[config.mk]
export PLATFORM = sky130hd
export DESIGN_NAME = lsu
export DESIGN_NICKNAME = d
export VERILOG_FILES = /design/src/rtl/lsu_pkg.sv /design/src/rtl/lsu_load_format.sv /design/src/rtl/lsu.sv
export SDC_FILE = /design/constraint.sdc
export NUM_CORES = 1
export LEC_CHECK = 0
export ABC_AREA = 1
export CORE_MARGIN = 1
export CORE_UTILIZATION = 28
export DETAILED_ROUTE_END_ITERATION = 6
export GPL_ROUTABILITY_DRIVEN = 0
export PLACE_DENSITY_LB_ADDON = 0.05
export REMOVE_ABC_BUFFERS = 1
export SLEW_MARGIN = 20
export SYNTH_ARGS = -nofsm -noshare
export SYNTH_HDL_FRONTEND = slang
export SYNTH_SLANG_ARGS = --single-unit
[constraint.sdc]
create_clock -name clk -period 2 [get_ports clk]
set_input_delay 0.4 -clock clk [delete_from_list [all_inputs] [get_ports clk]]
set_output_delay 0.4 -clock clk [all_outputs]
set_load 0.1 [all_outputs]
[src/rtl/lsu_pkg.sv]
// Shared core definitions for the load/store unit: funct3 encodings, FSM state
// type and the data-bus request payload.
package lsu_pkg;

    localparam int unsigned XLEN = 32;
    localparam int unsigned BE_W = XLEN / 8;

    // RV32 load funct3 encodings
    localparam logic [2:0] F3_LB  = 3'b000;
    localparam logic [2:0] F3_LH  = 3'b001;
    localparam logic [2:0] F3_LW  = 3'b010;
    localparam logic [2:0] F3_LBU = 3'b100;
    localparam logic [2:0] F3_LHU = 3'b101;

    // RV32 store funct3 encodings
    localparam logic [2:0] F3_SB = 3'b000;
    localparam logic [2:0] F3_SH = 3'b001;
    localparam logic [2:0] F3_SW = 3'b010;

    // Access size taken from funct3[1:0]
    localparam logic [1:0] SIZE_B = 2'b00;
    localparam logic [1:0] SIZE_H = 2'b01;
    localparam logic [1:0] SIZE_W = 2'b10;

    typedef enum logic [0:0] {
        LSU_IDLE      = 1'b0,
        LSU_WAIT_DATA = 1'b1
    } lsu_state_t;

    typedef struct packed {
        logic [XLEN-1:0] address;
        logic [BE_W-1:0] byteenable;
        logic [XLEN-1:0] writedata;
    } dbus_req_t;

endpackage

[src/rtl/lsu_load_format.sv]
// Combinational load-data extraction: shifts the bus word down to the accessed
// byte lane and sign- or zero-extends according to funct3.
module lsu_load_format
    import lsu_pkg::*;
(
    input  logic [XLEN-1:0] rdata,
    input  logic [1:0]      addr_lo,
    input  logic [2:0]      funct3,
    output logic [XLEN-1:0] data
);

    logic [XLEN-1:0] shifted;

    always_comb begin
        shifted = rdata >> {addr_lo, 3'b000};
        case (funct3)
            F3_LB:   data = {{24{shifted[7]}}, shifted[7:0]};
            F3_LH:   data = {{16{shifted[15]}}, shifted[15:0]};
            F3_LBU:  data = {24'h000000, shifted[7:0]};
            F3_LHU:  data = {16'h0000, shifted[15:0]};
            default: data = shifted;
        endcase
    end

endmodule

[src/rtl/lsu.sv]
// MEM-stage load/store unit driving a waitrequest/readdatavalid data bus.
// Optional macro LSU_MISALIGN_CHECK_EN enables misaligned-access trapping.
module lsu
    import lsu_pkg::*;
(
    input  logic            clk,
    input  logic            rst,

    input  logic            mem_valid,
    input  logic            mem_mem_read,
    input  logic            mem_mem_write,
    input  logic [2:0]      mem_funct3,
    input  logic [XLEN-1:0] mem_address,
    input  logic [XLEN-1:0] mem_wdata,

    output logic            dbus_read,
    output logic            dbus_write,
    output logic [XLEN-1:0] dbus_address,
    output logic [BE_W-1:0] dbus_byteenable,
    output logic [XLEN-1:0] dbus_writedata,
    input  logic [XLEN-1:0] dbus_readdata,
    input  logic            dbus_waitrequest,
    input  logic            dbus_readdatavalid,

    output logic [XLEN-1:0] lsu_readdata,
    output logic            lsu_dbus_busy,
    output logic            lsu_load_misaligned,
    output logic            lsu_store_misaligned
);

    lsu_state_t      state_q;
    lsu_state_t      state_d;
    logic [1:0]      size;
    logic            misaligned;
    logic            is_load;
    logic            is_store;
    logic            rd_req;
    logic            wr_req;
    dbus_req_t       req;
    logic [XLEN-1:0] fmt_data;

    assign size = mem_funct3[1:0];

    // A simultaneous read and write is treated as a load
    assign is_load  = mem_valid & mem_mem_read;
    assign is_store = mem_valid & mem_mem_write & ~mem_mem_read;

`ifdef LSU_MISALIGN_CHECK_EN
    always_comb begin
        misaligned = 1'b0;
        if (size == SIZE_H) begin
            misaligned = mem_address[0];
        end else if (size != SIZE_B) begin
            misaligned = (mem_address[1:0] != 2'b00);
        end
    end

    assign lsu_load_misaligned  = (state_q == LSU_IDLE) & is_load & misaligned;
    assign lsu_store_misaligned = (state_q == LSU_IDLE) & is_store & misaligned;
`else
    assign misaligned           = 1'b0;
    assign lsu_load_misaligned  = 1'b0;
    assign lsu_store_misaligned = 1'b0;
`endif

    assign rd_req = (state_q == LSU_IDLE) & is_load & ~misaligned;
    assign wr_req = (state_q == LSU_IDLE) & is_store & ~misaligned;

    always_ff @(posedge clk or posedge rst) begin
        if (rst) begin
            state_q <= LSU_IDLE;
        end else begin
            state_q <= state_d;
        end
    end

    // Next state, bus request payload and stall request
    always_comb begin
        state_d       = state_q;
        req           = '0;
        dbus_read     = 1'b0;
        dbus_write    = 1'b0;
        lsu_dbus_busy = 1'b0;

        case (state_q)
            LSU_IDLE: begin
                if (rd_req || wr_req) begin
                    req.address = {mem_address[XLEN-1:2], 2'b00};
                    case (size)
                        SIZE_B:  req.byteenable = 4'(4'b0001 << mem_address[1:0]);
                        SIZE_H:  req.byteenable = 4'(4'b0011 << mem_address[1:0]);
                        default: req.byteenable = 4'b1111;
                    endcase
                end
                if (rd_req) begin
                    dbus_read     = 1'b1;
                    lsu_dbus_busy = 1'b1;
                    if (!dbus_waitrequest) begin
                        state_d = LSU_WAIT_DATA;
                    end
                end else if (wr_req) begin
                    dbus_write    = 1'b1;
                    lsu_dbus_busy = dbus_waitrequest;
                    case (size)
                        SIZE_B:  req.writedata = {4{mem_wdata[7:0]}};
                        SIZE_H:  req.writedata = {2{mem_wdata[15:0]}};
                        default: req.writedata = mem_wdata;
                    endcase
                end
            end
            LSU_WAIT_DATA: begin
                // An accepted load always waits for its beat, even if flushed
                lsu_dbus_busy = ~dbus_readdatavalid;
                if (dbus_readdatavalid) begin
                    state_d = LSU_IDLE;
                end
            end
            default: begin
                state_d = LSU_IDLE;
            end
        endcase
    end

    assign dbus_address    = req.address;
    assign dbus_byteenable = req.byteenable;
    assign dbus_writedata  = req.writedata;

    lsu_load_format u_load_format (
        .rdata   (dbus_readdata),
        .addr_lo (mem_address[1:0]),
        .funct3  (mem_funct3),
        .data    (fmt_data)
    );

    assign lsu_readdata = ((state_q == LSU_WAIT_DATA) && dbus_readdatavalid) ? fmt_data : '0;

endmodule

==> qor.yml, run 1 <==
status:
  status: "did not finish"
  stop_stage: "global routing"
  first-error: "[ERROR DPL-0038] Utilization greater than 100%, impossible to legalize"
floorplanning:
  initial_utilization: 0.291
  die_w_um: 83.5
  core.rowCount: 29
  dieHeight_um: 83.5
  io_pins: 211
synth:
  synthDistinctLibCells: 28
  synth_ff_type: "dfrtp_1"
  synthCells: 383
  ys_seq_area_frac: 0.0134
  synth-edff-count: 0
  synth_area_sq_mm: 0.00186
  async_flop_share: 1.00
  avgSynthCellArea_sq_um: 4.86
  yosys_warnings: 0
  ys_seq_elements: 1
placed_design:
  dp_hpwl_um: 8240
  io_buffer_count: 206
grt:
  grt_max_degree: 24
timing:
  worstEpCategory: "output port"
  worst_endpoint: "lsu_readdata[28]"
clocking:
  holdBufCountCts: 0
==> metrics by stage <==
| stage | instances | worst slack, ns | instance area [sq um] |
|---|---|---|---|
| CTS | 696 | -0.00818 | 5990 |
| detailed placement | 682 | -0.598 | 5200 |
| global placement | 682 | -0.556 | 5200 |
| floorplan | 356 | -2.58 | 1690 |
==> timing repair <==
item,CTS
cloned,3
resized for setup,216
hold endpoints to repair,0
setup endpoints to repair,100
buffers inserted,11
pin swaps,21
==> cell usage after synthesis (3+ instances only) <==
cell	number	area, sq um
a22oi_1	8	60.1
inv_1	56	210
nor2_4	11	124
a31oi_1	7	43.8
nor2_1	82	308
buf_2	11	55.1
o21ai_0	26	130
nand3_1	18	90.1
nand2_2	3	18.8
buf_4	5	37.5
a21oi_1	35	175
clkbuf_1	10	37.5
nand2_1	91	342
buf_6	3	33.8
==> cell families after synthesis <==
group / count (synthesis) / share of synthesized area
buffers and inverters: 90 / 0.224
AO/OA/AOI/OAI: 79 / 0.236
other: 1 / 0.00202
flip-flops: 1 / 0.0134
AND/OR/NAND/NOR: 212 / 0.525
==> run 2, diff against run 1 <==
--- a/config.mk
+++ b/config.mk
@@ -7,10 +7,10 @@
 export LEC_CHECK = 0
 export ABC_AREA = 1
 export CORE_MARGIN = 1
-export CORE_UTILIZATION = 28
+export CORE_UTILIZATION = 25
 export DETAILED_ROUTE_END_ITERATION = 6
 export GPL_ROUTABILITY_DRIVEN = 0
-export PLACE_DENSITY_LB_ADDON = 0.05
+export PLACE_DENSITY_LB_ADDON = 0.15
 export REMOVE_ABC_BUFFERS = 1
 export SLEW_MARGIN = 20
 export SYNTH_ARGS = -nofsm -noshare
==> run 2 against run 1 <==
  * The flow now finishes, with violations (setup timing)
  * Synthesized cell count did not move
  * Area after synthesis did not move
==> qor.yml, run 2 <==
drt:
  drt_wl_total_um: 12800
  antenna_left: 0
  drc: 0
  routed_via_density: 4.99
  wl_per_cell_um: 17.6
  drtPass1Iterations: 5
  first_iter_violations: 221
  routed-via-count: 3651
hold_path:
  hold_class: "in -> async"
timing:
  skew_ns: 0
  fin_setup_tns_ns: -0.172
  fin_ws_ns: -0.0261
  fin_crit_ns: 2.03
  rsz0062_at_grt: "true"
  fmax_ghz: 0.494
  drv_slew: 0
  hold_ws_ns: 0.554
  fin_crit_sh: 1.01
  setup_viol: 14
  hold_viol_final: 0
floorplanning:
  core_sq_mm: 0.00721
  io_pins: 211
  core.rowCount: 31
  initial_utilization: 0.258
  dieArea_sq_mm: 0.00779
  dieHeight_um: 88.3
  die_w_um: 88.3
synth:
  yosys_warnings: 0
  yosys-top-cells-count: "nand2_1 (91), nor2_1 (82), inv_1 (56)"
  ys_seq_area_frac: 0.0134
  synth_area_sq_mm: 0.00186
  synthCells: 383
  avgSynthCellArea_sq_um: 4.86
  ys_seq_elements: 1
  synth_top_area_frac: 0.184
  async_flop_share: 1.00
  yosysMostFrequentCell: "nand2_1"
  yosysTopAreaCell: "nand2_1"
  synth_ff_type: "dfrtp_1"
  synth-edff-count: 0
  yosys-top-cells-area: "nand2_1 (18%), nor2_1 (17%), inv_1 (11%)"
  synthDistinctLibCells: 28
pwr:
  p_comb_frac: 0.988
  netSwitchingPower_uw: 1280
  internal_power_uw: 813
  switching_share: 0.611
  peakVddDrop_mv: 0.297
  p_total_uw: 2090
  power.leakage_uw: 0.00283
  clkPwrFrac: 0
  seqPwrFrac: 0.012
  p_per_area_mw_per_mm2: 335
finish:
  nNetsFinal: 739
  largest_register_ffs: 1
  largest_register: "state_q"
  area_delta_synth_final_pct: 236
  fin_util: 0.866
  drive_gt1_frac: 0.517
  layout_commonest_cell: "buf_12"
  final_cell_mix: "buf_12 (99), nand2_1 (78), clkdlybuf4s50_1 (71)"
  final_area_sq_mm: 0.00625
  top_regs: "state_q x1"
  n_fill_cell: 367
critical_path:
  end_kind: "primary output"
  crit_path_start_kind: "input pin"
  r2r_slack_ns: 0.82
  path_max_fanout: 8
  rr_endpoint: "state_q"
  cp_data_required_time_ns: 1.60
  worstRegToRegCells: 5
  arrival_ns: 1.63
  crit_type: "in -> out"
  worstReg2RegStart: "state_q"
status:
  status: "complete, but fails checks"
  violations: "setup timing"
grt:
  grt_pass1_wl_um: 17600
  grt_pass1_vias: 3623
  grt_overflow_total: 0
  grt_max_degree: 34
  groute.usage.overall: 0.287
  antenna_found_initial: 0
placed_design:
  dpl_cell_area_sq_mm: 0.00530
  io_buffer_count: 206
  dp_hpwl_um: 8190
clocking:
  holdBufCountCts: 0
  insertion_delay_ns: 0
  path_clk_slew_ns: 0
job:
  cap_violations: 0
## run 2: cell counts after synthesis
No cell type changed its count.
## run 2: area by class of cell
class,instances,area (sq um),area share
multi-input combinational,296,2040,0.326
sequential,1,25.0,0.00401
tap,99,124,0.0198
timing repair buffer,274,3810,0.610
inverter,60,244,0.0391
antenna,1,2.50,0.000401
## run 2: worst max path at each step
stage                   start                 end  slack [ns]  cells after the start
3_3_place_gp   mem_address[0]    lsu_readdata[23]       -0.42                     10
4_1_cts        mem_address[0]    lsu_readdata[21]      0.0002                     10
2_1_floorplan       mem_valid   dbus_writedata[0]       -2.58                      6
6_report            mem_valid  dbus_writedata[22]       -0.03                     10
5_1_grt             mem_valid  dbus_writedata[17]       -0.06                     10
3_5_place_dp        mem_valid  dbus_writedata[19]       -0.46                     10
## run 2: logic make-up after synthesis
logic type      synth area share
compound gates             0.236
buf+inv                    0.224
flops                     0.0134
other cells              0.00202
simple gates               0.525
## run 2: stage by stage
step           cells  worst slack, ns
6_report         731          -0.0261
5_1_grt          730          -0.0633
4_1_cts          724         0.000173
3_5_place_dp     709           -0.464
3_3_place_gp     709           -0.424
2_1_floorplan    356            -2.58
## run 2: routing by layer
metal	up-vias	wire length (um)	GRT usage
met2	220	7030	0.548
met4	0	395	0.0997
met1	1710	4430	0.315
met3	43	981	0.0550
li1	1678	-	-
met5	-	0	0
## run 2: worst max-delay path, cell delays in order
cell and delay (ns):
buf_6 0.08, inv_4 0.03, nor2_4 0.10, nand2_2 0.09
nor2_4 0.13, buf_6 0.14, clkinvlp_4 0.14, buf_16 0.19
nor2_4 0.12, buf_12 0.18
## run 2: timing repair
action | CTS | global route
setup endpoints to repair | 100 | 64
resized for setup | 181 | 97
cloned | 6 | 0
buffers inserted | 9 | 6
pin swaps | 18 | 38
endpoints found under the hold margin | 0 | 0
## run 2: power groups by stage
stage                     Clock [uW]  Combinational, uW  Sequential, uW
after detailed placement           0               1800            23.8
final                      0.0000671               2060            25.2
after floorplan                    0                975            23.6
after global placement             0               1790            23.8
after CTS                          0               1970            24.7
after global routing               0               2130            25.2
No activity file was read; power rests on OpenSTA's default activity.
==> run 3, diff against run 2 <==
--- a/config.mk
+++ b/config.mk
@@ -9,9 +9,9 @@
 export CORE_MARGIN = 1
 export CORE_UTILIZATION = 25
 export DETAILED_ROUTE_END_ITERATION = 6
+export DONT_BUFFER_PORTS = 1
 export GPL_ROUTABILITY_DRIVEN = 0
 export PLACE_DENSITY_LB_ADDON = 0.15
-export REMOVE_ABC_BUFFERS = 1
 export SLEW_MARGIN = 20
 export SYNTH_ARGS = -nofsm -noshare
 export SYNTH_HDL_FRONTEND = slang
==> run 3 against run 2 <==
  * The run now ends clean
  * First-iteration DRC count fell by 71%
  * Critical path depth is 3 lower
  * Die area unchanged
  * Worst hold slack worse by 0.42 ns
  * Sequential power down 2%
  * Critical endpoint is now lsu_readdata[19]
  * Setup slack improved by 0.16 ns
  * Core utilization is 18 points lower
  * Register-to-register slack improved by 0.35 ns
  * Combinational power decreased by 16%
  * Maximum frequency is 8.4% higher
  * Final area fell by 21%
==> qor.yml, run 3 (synthesized netlist as in run 2, its figures left out) <==
finish:
  largest_register: "state_q"
  layout_commonest_cell: "buf_12"
  fin_util: 0.685
  n_fill_cell: 568
  final_area_sq_mm: 0.00494
  top_regs: "state_q x1"
  drive_gt1_frac: 0.534
  nNetsFinal: 584
  n_antenna_cell: 0
  area_delta_synth_final_pct: 166
  final_cell_mix: "buf_12 (106), nand2_1 (82), nor2_4 (69)"
  largest_register_ffs: 1
timing:
  rsz0062_at_grt: "false"
  worstMarginPinSlew_ns: 0.500
  drv_slew: 0
  slew_headroom: 0.666
  setup_viol: 0
  fin_ws_ns: 0.130
  fin_crit_ns: 1.87
  hold_viol_final: 0
  skew_ns: 0
  fin_crit_sh: 0.935
  fmax_ghz: 0.535
placed_design:
  dpl_cell_area_sq_mm: 0.00489
  io_buffer_count: 0
  dp_slack_ns: -0.0542
  dp_hpwl_um: 7550
grt:
  grt_pass1_wl_um: 13400
  grt_max_degree: 38
  antenna_found_initial: 0
  grt_pass1_vias: 2714
  groute.usage.overall: 0.215
  grt_overflow_total: 0
drt:
  wl_per_cell_um: 15.6
  antenna_left: 0
  drt_wl_total_um: 8980
  routed_via_density: 4.87
  drtPass1Iterations: 4
  first_iter_violations: 63
  drc: 0
  routed-via-count: 2799
hold_path:
  hold_class: "in -> async"
clocking:
  insertion_delay_ns: 0
  holdBufCountCts: 0
  path_clk_slew_ns: 0
floorplanning:
  initial_utilization: 0.258
  dieArea_sq_mm: 0.00779
  io_pins: 211
  dieHeight_um: 88.3
  die_w_um: 88.3
  core_sq_mm: 0.00721
  core.rowCount: 31
job:
  cap_violations: 0
critical_path:
  arrival_ns: 1.47
  path_max_fanout: 29
  cp_data_required_time_ns: 1.60
  crit_path_start_kind: "input pin"
  crit_type: "in -> out"
  end_kind: "primary output"
pwr:
  seqPwrFrac: 0.014
  clkPwrFrac: 0
  p_per_area_mw_per_mm2: 357
  power.leakage_uw: 0.00195
  switching_share: 0.671
  internal_power_uw: 581
  netSwitchingPower_uw: 1180
  peakVddDrop_mv: 0.276
  p_comb_frac: 0.986
status:
  status: "complete, no violations"
-- run 3: worst max-delay path, cell delays in order --
cell and delay, ns:
inv_2 0.11, nand3_1 0.17, a21oi_4 0.24, nor2_8 0.06, buf_12 0.15, nor2_2 0.13
buf_12 0.19
-- run 3: final cells by class --
type	instances	area, sq um	share of cell area
inverter	60	240	0.0486
multi-input combinational	295	2310	0.467
sequential	1	25.0	0.00506
tap	99	124	0.0251
timing repair buffer	120	2240	0.454
-- run 3: power by group through the flow --
stage / registers (uW) / clock network (uW) / logic (uW)
2_1_floorplan: 24.4 / 0 / 1250
3_3_place_gp: 24.6 / 0 / 1710
6_report: 24.7 / 0 / 1740
4_1_cts: 24.7 / 0 / 1730
3_5_place_dp: 24.7 / 0 / 1730
5_1_grt: 25.0 / 0 / 1800
-- run 3: per-layer routing --
layer / routed length, um / GRT usage / up-vias
met2: 4790 / 0.395 / 130
met5: 0 / 0 / -
met4: 178 / 0.0396 / 0
met3: 704 / 0.0457 / 14
met1: 3310 / 0.259 / 1285
li1: - / - / 1370
-- run 3: worst paths after layout --
| kind | start | to | slack, ns | depth (start not counted) |
|---|---|---|---|---|
| min reg2reg | state_q | state_q | 0.62 | 2 |
| max reg2reg | state_q | state_q | 1.17 | 3 |
| min in group clk | dbus_waitrequest | state_q | 0.51 | 1 |
| max in group asynchronous | rst | state_q | 1.78 | 1 |
| min | rst | state_q | 0.13 | 1 |
| max | mem_address[0] | lsu_readdata[19] | 0.13 | 7 |
-- run 3: metrics by stage --
stage	hold slack, ns	cells	setup TNS [ns]	total power, uW
2_1_floorplan	0.129	386	-6.47	1270
3_3_place_gp	0.131	570	-0.0227	1740
3_5_place_dp	0.132	570	-0.572	1750
4_1_cts	0.132	570	0	1760
5_1_grt	0.142	575	0	1830
6_report	0.131	575	0	1760
-- run 3: timing repair --
item | 4_1_cts | 5_1_grt
buffers inserted | 0 | 5
gates resized for setup | 1 | 0
pin swaps | 0 | 1
setup endpoints to repair | 16 | 13
==> run 4, diff against run 3 <==
==> constraint.sdc (replaced) <==
create_clock -name clk -period 2.2 [get_ports clk]
set_input_delay 0.44 -clock clk [delete_from_list [all_inputs] [get_ports clk]]
set_output_delay 0.44 -clock clk [all_outputs]
set_load 0.1 [all_outputs]
==> run 4 against run 3 <==
  * Die area did not move
  * Setup slack improved by 0.054 ns
  * Via count fell by 3.5%
  * Largest cell class unchanged
==> qor.yml, run 4 (synthesized netlist as in run 2, its figures left out) <==
pwr:
  p_per_area_mw_per_mm2: 329
  peakVddDrop_mv: 0.259
  switching_share: 0.681
  seqPwrFrac: 0.014
  p_comb_frac: 0.986
  power.leakage_uw: 0.00186
  internal_power_uw: 489
  clkPwrFrac: 0
  netSwitchingPower_uw: 1040
  p_total_uw: 1530
drt:
  drt_wl_total_um: 9000
  antenna_left: 0
  routed-via-count: 2700
  routed_via_density: 4.76
  first_iter_violations: 66
  drtPass1Iterations: 4
  drc: 0
  wl_per_cell_um: 15.9
clocking:
  insertion_delay_ns: 0
  cts_resized: 0
  path_clk_slew_ns: 0
  holdBufCountCts: 0
  cts_setup_buffers: 0
critical_path:
  crit_path_start_kind: "input pin"
  slowest_stage: "buf_4"
  end_kind: "primary output"
  path_max_fanout: 29
  r2r_slack_ns: 1.32
  critPathMaxStageDelay_ns: 0.29
  arrival_ns: 1.58
  rr_endpoint: "state_q"
  path_cells: "inv_2 > buf_4 > nand2_1 > a21oi_1 > o21ai_0 > nor2_4 > buf_12"
  cp_data_required_time_ns: 1.76
  worstReg2RegStart: "state_q"
  worstRegToRegCells: 3
  crit_type: "in -> out"
grt:
  grt_pass1_vias: 2772
  grt_overflow_total: 0
  antenna_found_initial: 0
  grt_max_degree: 38
  grt_pass1_wl_um: 13800
  groute.usage.overall: 0.225
timing:
  skew_ns: 0
  rsz0062_at_grt: "false"
  worstMarginPinSlew_ns: 0.577
  fin_setup_tns_ns: 0
  fin_crit_sh: 0.916
  fmax_ghz: 0.496
  drv_slew: 0
  fin_crit_ns: 2.02
  setup_viol: 0
  hold_viol_final: 0
  slew_headroom: 0.614
floorplanning:
  io_pins: 211
  core.rowCount: 31
  core_sq_mm: 0.00721
  die_w_um: 88.3
  initial_utilization: 0.258
  dieArea_sq_mm: 0.00779
  dieHeight_um: 88.3
finish:
  area_delta_synth_final_pct: 151
  largest_register_ffs: 1
  nNetsFinal: 576
  n_antenna_cell: 0
  layout_commonest_cell: "buf_12"
  largest_register: "state_q"
  n_fill_cell: 596
  drive_gt1_frac: 0.483
  top_regs: "state_q x1"
  final_cell_mix: "buf_12 (101), nand2_1 (91), nor2_4 (65)"
job:
  cap_violations: 0
placed_design:
  io_buffer_count: 0
  dp_hpwl_um: 7940
status:
  status: "complete, no violations"
hold_path:
  hold_class: "in -> async"
==> run 4: routing by layer <==
metal  up-vias  GRT usage  share of wire
li1       1349          -              -
met1      1220      0.240           0.33
met2       119      0.420           0.53
met3        12     0.0961           0.12
met4         0     0.0308          0.018
met5         -          0              0
==> run 4: cell type report <==
class	instances	area [sq um]	share of cell area
Multi-Input combinational cell	295	2160	0.463
Sequential cell	1	25.0	0.00537
Tap cell	99	124	0.0266
Inverter	60	233	0.0499
Timing Repair Buffer	112	2120	0.455
==> run 4: stage by stage <==
stage                     std cells  area, sq um  utilization  worst slack [ns]  hold WS (ns)
after global routing            567         4660        0.646            0.0209         0.173
after detailed placement        567         4660        0.646             0.188         0.172
after global placement          567         4660        0.646             0.234         0.170
after CTS                       567         4660        0.646             0.187         0.172
after floorplan                 386         2590            -            -0.354         0.169
final                           567         4660        0.646             0.184         0.171
==> run 4: worst max-delay path: cells and delay by family <==
family                 cells  cell delay (ns)
buffers and inverters      3             0.56
AO/OA/AOI/OAI              2             0.29
AND/OR/NAND/NOR            2             0.28
==> run 4: how the worst max path moves through the flow <==
stage,to,start,cells after the start,slack [ns]
2_1_floorplan,dbus_writedata[0],mem_valid,6,-0.35
3_3_place_gp,lsu_readdata[17],mem_funct3[1],8,0.23
3_5_place_dp,lsu_readdata[28],mem_address[0],8,0.19
4_1_cts,lsu_readdata[28],mem_address[0],8,0.19
5_1_grt,lsu_readdata[27],mem_address[0],7,0.02
6_report,lsu_readdata[18],mem_address[0],7,0.18
==> run 4: power by group through the flow <==
stage / sequential, uW / combinational [uW] / clock [uW]
finish: 21.7 / 1510 / 0
global route: 21.9 / 1570 / 0
CTS: 21.7 / 1520 / 0
detailed placement: 21.7 / 1520 / 0
global placement: 21.5 / 1510 / 0
floorplan: 21.4 / 1090 / 0
